**src/rtl/cnt16_ctrl.sv**
```systemverilog
// cnt16_ctrl: run controller with embedded counter, pass counting, wrap/done pulses
module cnt16_ctrl #(
    parameter int CNT_W = 4,
    parameter int REP_W = 4
) (
    input  logic             clk,
    input  logic             rst_n,
    input  logic             start,
    input  logic             stop,
    input  logic             pause,
    input  logic [CNT_W-1:0] term,
    input  logic [REP_W-1:0] reps,
    output logic [CNT_W-1:0] cnt,
    output logic             busy,
    output logic             wrap,
    output logic             done,
    output logic [REP_W-1:0] pass
);
    typedef enum logic [1:0] {IDLE, RUN, HOLD} state_t;
    state_t state, state_nx;
    logic [CNT_W-1:0] cnt_nx, term_q, term_nx;
    logic [REP_W-1:0] pass_nx, reps_q, reps_nx, pass_inc;
    logic wrap_nx, done_nx, at_term;
    assign pass_inc = pass + REP_W'(1);
    assign at_term  = cnt == term_q;
    // next state and next register values; stop dominates everything while busy
    always_comb begin
        state_nx = state;
        cnt_nx   = cnt;
        pass_nx  = pass;
        term_nx  = term_q;
        reps_nx  = reps_q;
        wrap_nx  = 1'b0;
        done_nx  = 1'b0;
        case (state)
            IDLE: if (start && !stop) begin
                state_nx = RUN;
                term_nx  = term;
                reps_nx  = reps;
                cnt_nx   = '0;
                pass_nx  = '0;
            end
            RUN: if (stop) begin
                state_nx = IDLE;
                cnt_nx   = '0;
            end else if (pause) begin
                state_nx = HOLD;
            end else if (at_term) begin
                cnt_nx  = '0;
                wrap_nx = 1'b1;
                pass_nx = pass_inc;
                if (reps_q != '0 && pass_inc == reps_q) begin
                    done_nx  = 1'b1;
                    state_nx = IDLE;
                end
            end else begin
                cnt_nx = cnt + CNT_W'(1);
            end
            HOLD: if (stop) begin
                state_nx = IDLE;
                cnt_nx   = '0;
            end else if (!pause) begin
                state_nx = RUN;
            end
            default: state_nx = IDLE;
        endcase
    end
    // register state, latched run parameters and all outputs
    always_ff @(posedge clk or negedge rst_n) begin
        if (!rst_n) begin
            state  <= IDLE;
            cnt    <= '0;
            pass   <= '0;
            term_q <= '0;
            reps_q <= '0;
            busy   <= 1'b0;
            wrap   <= 1'b0;
            done   <= 1'b0;
        end else begin
            state  <= state_nx;
            cnt    <= cnt_nx;
            pass   <= pass_nx;
            term_q <= term_nx;
            reps_q <= reps_nx;
            busy   <= state_nx != IDLE;
            wrap   <= wrap_nx;
            done   <= done_nx;
        end
    end
endmodule

```
**config.mk**
```make
export PLATFORM = sky130hd
export DESIGN_NAME = cnt16_ctrl
export DESIGN_NICKNAME = d
export VERILOG_FILES = /design/src/rtl/cnt16_ctrl.sv
export SDC_FILE = /design/constraint.sdc
export NUM_CORES = 1
export LEC_CHECK = 0
export ABC_CLOCK_PERIOD_IN_PS = 1950
export CAP_MARGIN = 20
export CORE_MARGIN = 3
export CORE_UTILIZATION = 49
export DETAILED_ROUTE_END_ITERATION = 6
export PLACE_DENSITY_LB_ADDON = 0.1
export SETUP_SLACK_MARGIN = 0.02
export SLEW_MARGIN = 20
export SYNTH_ARGS = -nofsm -noshare
export SYNTH_HDL_FRONTEND = slang
export SYNTH_SLANG_ARGS = --single-unit
```
**constraint.sdc**
```tcl
create_clock -name clk -period 1.95 [get_ports clk]
set_input_delay 0.2925 -clock clk [delete_from_list [all_inputs] [get_ports clk]]
set_output_delay 0.2925 -clock clk [all_outputs]
set_load 0.05 [all_outputs]
```
==> results.cfg, run 1 <==
[outcome]
outcome = finished clean

[floorplan]
coreArea_um2 = 2042
start_util_pct = 53.43
die_area_um2 = 2829
rows = 16
die_w_um = 53.19
fp.dieH_um = 53.19
ios = 24

[routing]
drtIter0Drc = 7
totalWireLength_mm = 2.211
dr.pass1.iters = 4
viasPerCell = 5.281
detail_route.wl_per_cell_um = 13.24
ant_nets = 0
vias = 882
drc = 0

[worst_setup_path]
cpPeakStageDelay_ps = 840
critPathLaunchType = flip-flop
slowest_stage = clkdlybuf4s50_1
critPathBufInv = 1
rr_worst_depth = 4
r2r-start = cnt[2]
crit_arrival_ps = 1590
regToRegSetupSlack_ps = 250
critical_path_class = flip-flop to output port
crit_family = buffers and inverters
path_cells = clkdlybuf4s50_1
cp_max_fo = 4
required_ps = 1660
crit_path_end_kind = output port
r2r-end = busy

[cts]
root_buffer = clkbuf_4
cts_hold_buf = 0
cts_tree = built
clk_pin_slew_ps = 120
insertion_delay_ps = 300
clkSinkCount = 21
clk_path_buf_depth = 2
htreeDepth = 1
cts_buffers = 3

[timing]
rsz0062_at_grt = false
period_needed_ps = 1886
fin_crit_sh_pct = 96.72
holdWs_ps = 322.5
setup_viol = 0
tns_ps = 0
finalWorstSetupSlack_ps = 64.00
slew_headroom_pct = 64.86
worst_pin_slew_ps = 526.2
hold_viol = 0
fin_worst_skew_ps = 4.736
max_freq_mhz = 530.2
maxSlewViolCount = 0

[final_layout]
layout.nets = 156
antennaDiodeCount = 0
area_delta_synth_final_pct = 30.27
fillers = 174
fin_area_um2 = 1421
layout-drive-gt1-share_pct = 12.14

[global_route]
grt_use_met2_pct = 30.17
grt_use_met1_pct = 20.65
grt_pass1_vias = 888
grt_busiest_layer = met2
grt.total_usage_pct = 17.45
grt.met3_usage_pct = 3.380
grt_first_pass_wirelength_mm = 3.567
grt_max_degree = 22
antenna_found_initial = 0
grt_overflow = 0

[place]
gp_congestion = 0.7923
io_buffer_count = 23
dp_slack_ps = 132.0
hpwl_mm = 1.660
place_area_um2 = 1385

[synth]
synth_nets = 125
postSynthAreaPerCell_um2 = 9.919
synth_edf_count = 0
yosys_warnings = 0
synth_ff_type = dfrtp_1
synthCells = 110
synth_area_um2 = 1091
synthArstFlopShare_pct = 100.0
yosysSeqAreaShare_pct = 48.17
ys_ff_latch = 21
synth_cell_types = 31

[power_and_ir_drop]
peakVddDrop_mv = 0.6671
p_leak_nw = 0.7227
power_density_nw_per_um2 = 847.3

[flow_run]
max_cap_violations = 0

[min_path]
hold_path_class = primary input to asynchronous set/reset pin
-- power by group --
part	internal, mW	leakage [nW]	switching, mW	total [mW]
Combinational	0.179	0.430	0.246	0.425
Sequential	0.504	0.277	0.0659	0.570
Clock	0.0795	0.0150	0.130	0.209
-- state kept, by name, summed over array words and instances, names as in the netlist --
| register | flops |
|---|---|
| done | 1 |
| state | 2 |
| reps_q | 4 |
| wrap | 1 |
| pass | 4 |
| busy | 1 |
| term_q | 4 |
| cnt | 4 |
-- how the worst max path moves through the flow --
stage               cells past startpoint  endpoint  slack (ps)   start
finish                                  1    cnt[3]          60  cnt[3]
global route                            1    cnt[3]          30  cnt[3]
CTS                                     1    cnt[2]          20  cnt[2]
detailed placement                      4   pass[3]         130    stop
global placement                        4    cnt[0]         190    stop
floorplan                               4      busy          90  cnt[3]
-- Yosys cell counts, types with 2 or more instances --
cell / instances / share of area (%)
nand2_1: 28 / 9.6
dfrtp_1: 21 / 48
xor2_1: 7 / 5.6
nand2b_1: 5 / 2.9
nand3_1: 4 / 1.8
o211ai_1: 4 / 2.8
xnor2_1: 4 / 3.2
a22o_1: 3 / 2.4
inv_1: 3 / 1.0
nor2_1: 3 / 1.0
nor3_1: 3 / 1.4
o21ai_0: 3 / 1.4
clkbuf_1: 2 / 0.69
ha_1: 2 / 2.3
mux2_2: 2 / 2.1
-- final cells by class --
class / count / area [um^2] / area share [%]
multi-input cells: 84 / 546.8 / 38.47
clock buffers: 4 / 26.28 / 1.849
flip-flops and latches: 21 / 525.5 / 36.97
well taps: 27 / 33.78 / 2.377
inverters: 3 / 11.26 / 0.7923
repair buffers: 28 / 277.8 / 19.54
-- metal layers --
metal	vias up	part of all wire (%)
met1	408	47
met5	-	0
li1	447	-
met4	0	1.2
met2	23	47
met3	4	4.3
-- cells by family after synthesis --
family,Yosys count,synth area share [%]
AOI/OAI and AO/OA,19,14.45
xor gates and xnor gates,11,8.830
adders and majority gates,2,2.293
buffers and inverters,5,1.720
DFF,21,48.16
muxes,2,2.064
and+or+nand+nor,50,22.48
-- through the flow --
stage               total power [mW]  instances  utilization (%)
global placement              0.9971        163            67.83
CTS                            1.216        167            69.12
finish                         1.204        167            69.61
detailed placement             1.007        163            67.83
global route                   1.280        167            69.61
floorplan                     0.8608        110                -
-- cells in the final DEF (no fill, tap or decap), drive strengths merged --
| master | n |
|---|---|
| nand2b | 6 |
| dfrtp | 21 |
| xor2 | 7 |
| o211ai | 4 |
| dlymetal6s2s | 4 |
| nand2 | 28 |
| xnor2 | 4 |
| and3 | 1 |
| clkdlybuf4s50 | 19 |
| a221oi | 1 |
| a22o | 3 |
| nor3b | 1 |
| o21ai | 3 |
| o31ai | 2 |
| nand3 | 4 |
| a31o | 1 |
| a21o | 1 |
| inv | 3 |
| buf | 5 |
| nor2 | 3 |
| a22oi | 1 |
| mux2 | 2 |
| clkbuf | 4 |
| nor3 | 4 |
| a21oi | 1 |
| ha | 2 |
| or4 | 1 |
| or3 | 1 |
| nor4 | 1 |
| a211oi | 2 |
-- what timing repair did --
| action | 4_1_cts | 5_1_grt |
|---|---|---|
| setup endpoints to repair | 0 | 4 |
| gates resized for setup | 0 | 4 |
| buffers inserted | 0 | 0 |
(Power assumes the default switching activity.)
==> inputs of run 2 (changes only) <==
--- a/config.mk
+++ b/config.mk
@@ -7,8 +7,10 @@
 export LEC_CHECK = 0
 export ABC_CLOCK_PERIOD_IN_PS = 1950
 export CAP_MARGIN = 20
+export CELL_PAD_IN_SITES_DETAIL_PLACEMENT = 0
+export CELL_PAD_IN_SITES_GLOBAL_PLACEMENT = 1
 export CORE_MARGIN = 3
-export CORE_UTILIZATION = 49
+export CORE_UTILIZATION = 37
 export DETAILED_ROUTE_END_ITERATION = 6
 export PLACE_DENSITY_LB_ADDON = 0.1
 export SETUP_SLACK_MARGIN = 0.02
==> results.cfg, run 2 (same netlist as run 1, synthesis figures left out) <==
[outcome]
outcome = finished clean

[cts]
cts_buffers = 3
clkSinkCount = 21
insertion_delay_ps = 310
clk_path_buf_depth = 2
cts_hold_buf = 0
post_cts_buffers = 0
root_buffer = clkbuf_4
clk_pin_slew_ps = 130
cts_tree = built
htreeDepth = 1

[final_layout]
area_delta_synth_final_pct = 31.65
final-seq-area_um2 = 525.5
final_cell_mix = nand2_1 (28), dfrtp_1 (21), clkdlybuf4s50_1 (17)
antennaDiodeCount = 0
mostFrequentLayoutCell = nand2_1
fillers = 269
layout-drive-gt1-share_pct = 13.48
layout.nets = 157
multiInputGateArea_um2 = 546.8

[routing]
vias = 888
detail_route.wl_per_cell_um = 13.06
dr.pass1.iters = 4
totalWireLength_mm = 2.247
drtIter0Drc = 55
ant_nets = 0
viasPerCell = 5.163
drc = 0

[floorplan]
coreArea_um2 = 2781
fp.dieH_um = 60.30
ios = 24
die_w_um = 60.30
die_area_um2 = 3636
rows = 19
start_util_pct = 39.23

[place]
gp_congestion = 0.7621
hpwl_mm = 1.748
io_buffer_count = 23

[timing]
period_needed_ps = 1875
maxSlewViolCount = 0
max_freq_mhz = 533.2
tns_ps = 0
holdWs_ps = 312.9
slew_headroom_pct = 66.18
fin_worst_skew_ps = 4.414
rsz0062_at_grt = false
setup_viol = 0
hold_viol = 0
fin_crit_sh_pct = 96.17
worst_pin_slew_ps = 506.4

[worst_setup_path]
slowest_stage = clkdlybuf4s50_1
critPathBufInv = 1
cpPeakStageDelay_ps = 830
critical_path_class = flip-flop to output port
crit_family = buffers and inverters
path_cells = clkdlybuf4s50_1
crit_arrival_ps = 1580
critPathLaunchType = flip-flop
cp_max_fo = 4
required_ps = 1660
crit_path_end_kind = output port

[power_and_ir_drop]
p_total_mw = 1.211
peakVddDrop_mv = 0.5300
p_leak_nw = 0.7543
power_density_nw_per_um2 = 843.0

[global_route]
grt.total_usage_pct = 13.68
grt_max_degree = 22
grt_pass1_vias = 851
grt_overflow = 0
antenna_found_initial = 0
grt_first_pass_wirelength_mm = 3.774

[min_path]
hold_path_class = primary input to asynchronous set/reset pin

[flow_run]
max_cap_violations = 0
[run 2: cell types whose count changed in the layout (fill, tap and decap cells not counted)]
cell,previous run,this run
clkinv_2,0,1
clkbuf_1,1,0
dlymetal6s2s_1,4,5
dlygate4sd2_1,0,1
buf_4,5,6
clkdlybuf4s50_1,19,17
[run 2: power breakdown]
group / switching (mW) / internal (mW) / leakage (nW)
registers: 0.0649 / 0.504 / 0.277
logic: 0.246 / 0.180 / 0.459
clock network: 0.140 / 0.0765 / 0.0177
[run 2: per-stage QoR]
stage / worst slack (ps) / cell area (um^2) / util [%] / instances
finish: 74.61 / 1436 / 51.64 / 172
global route: 24.97 / 1436 / 51.64 / 172
detailed placement: 144.5 / 1398 / 50.25 / 168
global placement: 171.5 / 1398 / 50.25 / 168
CTS: 21.35 / 1424 / 51.19 / 172
floorplan: 87.74 / 1091 / - / 110
[run 2: path summary, 6_finish.rpt]
check	start	end	slack, ps	depth (start not counted)
max in group asynchronous	rst_n	term_q[1]	1420	2
min in group clk	reps[2]	reps_q[2]	500	3
hold / removal	rst_n	cnt[3]	310	2
setup / recovery	pass[3]	pass[3]	70	1
hold reg to reg	term_q[3]	term_q[3]	510	2
setup reg to reg	cnt[2]	busy	260	4
[run 2: area by class of cell]
| type | instances | share of cell area (%) |
|---|---|---|
| multi-input combinational | 84 | 38.07 |
| sequential | 21 | 36.59 |
| timing repair buffer | 29 | 19.95 |
| tap | 31 | 2.700 |
| clock buffer | 3 | 1.568 |
| inverter | 3 | 0.7840 |
| clock inverter | 1 | 0.3484 |
[run 2: what timing repair did]
action	CTS	global route
endpoints found under the setup margin	1	5
cloned	0	0
gates resized for setup	1	5
pin swaps	0	0
[run 2: per-layer routing]
layer  track usage [%]  vias to the layer above  share of wire (%)
met5                 0                        -                  0
met4             4.747                        0                1.4
met3             2.592                        4                6.3
met2             21.91                       22                 44
met1             18.44                      420                 48
li1                  -                      442                  -
==> inputs of run 3 (changes only) <==
==> config.mk (replaced) <==
export PLATFORM = sky130hd
export DESIGN_NAME = cnt16_ctrl
export DESIGN_NICKNAME = d
export VERILOG_FILES = /design/src/rtl/cnt16_ctrl.sv
export SDC_FILE = /design/constraint.sdc
export NUM_CORES = 1
export LEC_CHECK = 0
export ABC_CLOCK_PERIOD_IN_PS = 1700
export CAP_MARGIN = 20
export CELL_PAD_IN_SITES_DETAIL_PLACEMENT = 0
export CELL_PAD_IN_SITES_GLOBAL_PLACEMENT = 1
export CORE_MARGIN = 3
export CORE_UTILIZATION = 34
export DETAILED_ROUTE_END_ITERATION = 6
export PLACE_DENSITY_LB_ADDON = 0.1
export SETUP_SLACK_MARGIN = 0.02
export SYNTH_ARGS = -nofsm -noshare
export SYNTH_HDL_FRONTEND = slang
export SYNTH_SLANG_ARGS = --single-unit
==> constraint.sdc (replaced) <==
create_clock -name clk -period 1.7 [get_ports clk]
set_input_delay 0.255 -clock clk [delete_from_list [all_inputs] [get_ports clk]]
set_output_delay 0.255 -clock clk [all_outputs]
set_load 0.05 [all_outputs]
==> results.cfg, run 3 (same netlist as run 1, synthesis figures left out) <==
[worst_setup_path]
cp.depth = 4
required_ps = 1880
cp_max_fo = 5
crit_family = simple AND/OR/NAND/NOR gates
crit_arrival_ps = 1840
startpoint = term_q[0]
regToRegSetupSlack_ps = 40
slowest_stage = or4_4
critPathBufInv = 0
rr_worst_depth = 4
critical_path_class = flip-flop to flip-flop
path_cells = xor2_2 -> or4_4 -> o31ai_4 -> o211ai_1
r2r-start = term_q[0]
critPathLaunchType = flip-flop
cpPeakStageDelay_ps = 600
crit_path_end_kind = flip-flop

[cts]
insertion_delay_ps = 300
cts_buffers = 3
clk_pin_slew_ps = 120
htreeDepth = 1
clkSinkCount = 21
clk_path_buf_depth = 2
root_buffer = clkbuf_4
cts_tree = built

[routing]
drtIter0Drc = 26
detail_route.wl_per_cell_um = 12.42
totalWireLength_mm = 2.373
ant_nets = 0
dr.pass1.iters = 4
vias = 877
drc = 0
viasPerCell = 4.592

[place]
dp.cells = 183
hpwl_mm = 1.739
dp_slack_ps = -38.74
io_buffer_count = 23
gp_congestion = 0.7734
place_area_um2 = 1429

[min_path]
hold_path_class = primary input to asynchronous set/reset pin

[final_layout]
area_delta_synth_final_pct = 36.93
layout.nets = 165
final_cells = 191
layout-drive-gt1-share_pct = 30.87
mostFrequentLayoutCell = nand2_1
fin_area_um2 = 1494
antennaDiodeCount = 0
final_cell_mix = nand2_1 (28), buf_4 (25), dfrtp_1 (15)
fillers = 277

[flow_run]
max_cap_violations = 0

[outcome]
outcome = finished clean

[timing]
fin_crit_sh_pct = 97.51
slew_headroom_pct = 73.69
maxSlewViolCount = 0
period_needed_ps = 1658
setup_viol = 0
fin_worst_skew_ps = 4.917
rsz0062_at_grt = true
finalWorstSetupSlack_ps = 42.26
hold_viol = 0
tns_ps = 0
max_freq_mhz = 603.2
worst_pin_slew_ps = 394.6

[floorplan]
rows = 19
fp.dieH_um = 62.65
die_area_um2 = 3924
ios = 24
coreArea_um2 = 2900
die_w_um = 62.65
start_util_pct = 37.62

[power_and_ir_drop]
p_leak_nw = 0.7133
seq_power_share_pct = 45.7
power_density_nw_per_um2 = 967.5
swShare_pct = 36.68
p_comb_share_pct = 37.7
clockPowerShare_pct = 16.6
p_total_mw = 1.445
peakVddDrop_mv = 0.3796
internal_power_uw = 915.2
p_sw_uw = 530.2

[global_route]
grt_overflow = 0
grt.total_usage_pct = 12.62
antenna_found_initial = 0
grt_first_pass_wirelength_mm = 3.988
grt_pass1_vias = 894
grt_max_degree = 22
run 3: power by group through the flow:
stage | registers, mW | clock network, mW | logic, mW
after floorplan | 0.725 | 0 | 0.270
after global placement | 0.668 | 0 | 0.497
after detailed placement | 0.669 | 0 | 0.497
after CTS | 0.658 | 0.255 | 0.501
after global routing | 0.674 | 0.283 | 0.594
final | 0.660 | 0.240 | 0.545
run 3: timing repair:
item                                   in CTS  in global routing
buffers inserted                            0                  4
endpoints found under the hold margin       0                  0
gates resized for setup                     0                  1
setup endpoints to repair                   0                  4
hold buffers                                0                  0
run 3: final cells by class:
class,count,area [um^2],area share (%)
clock buffers,3,22.52,1.508
well taps,42,52.55,3.518
multi-input cells,84,561.8,37.60
repair buffers,37,307.8,20.60
inverters,3,11.26,0.7538
flip-flops and latches,21,533.0,35.68
clock inverters,1,5.005,0.3350
run 3: final timing paths:
check / endpoint
max: busy
min: done
max reg2reg: busy
min reg2reg: term_q[2]
max in group asynchronous: cnt[0]
min in group clk: reps_q[0]
run 3: worst register-to-register path, stage by stage (launching register included):
cell and delay (ps):
dfrtp_1 430, xor2_2 190, or4_4 600, o31ai_4 210, o211ai_1 120
run 3: metrics by stage:
step	util, %	hold slack [ps]
after floorplan	-	-40.59
after global placement	49.27	483.4
after detailed placement	49.27	482.5
after CTS	50.22	291.7
after global routing	51.51	300.4
final	51.51	291.5
run 3: per-layer routing:
layer	vias up	global-route usage [%]	share of wire, %
met3	2	3.237	4.7
li1	461	-	-
met4	0	4.132	0.59
met5	-	0	0
met1	398	16.10	48
met2	16	20.77	46
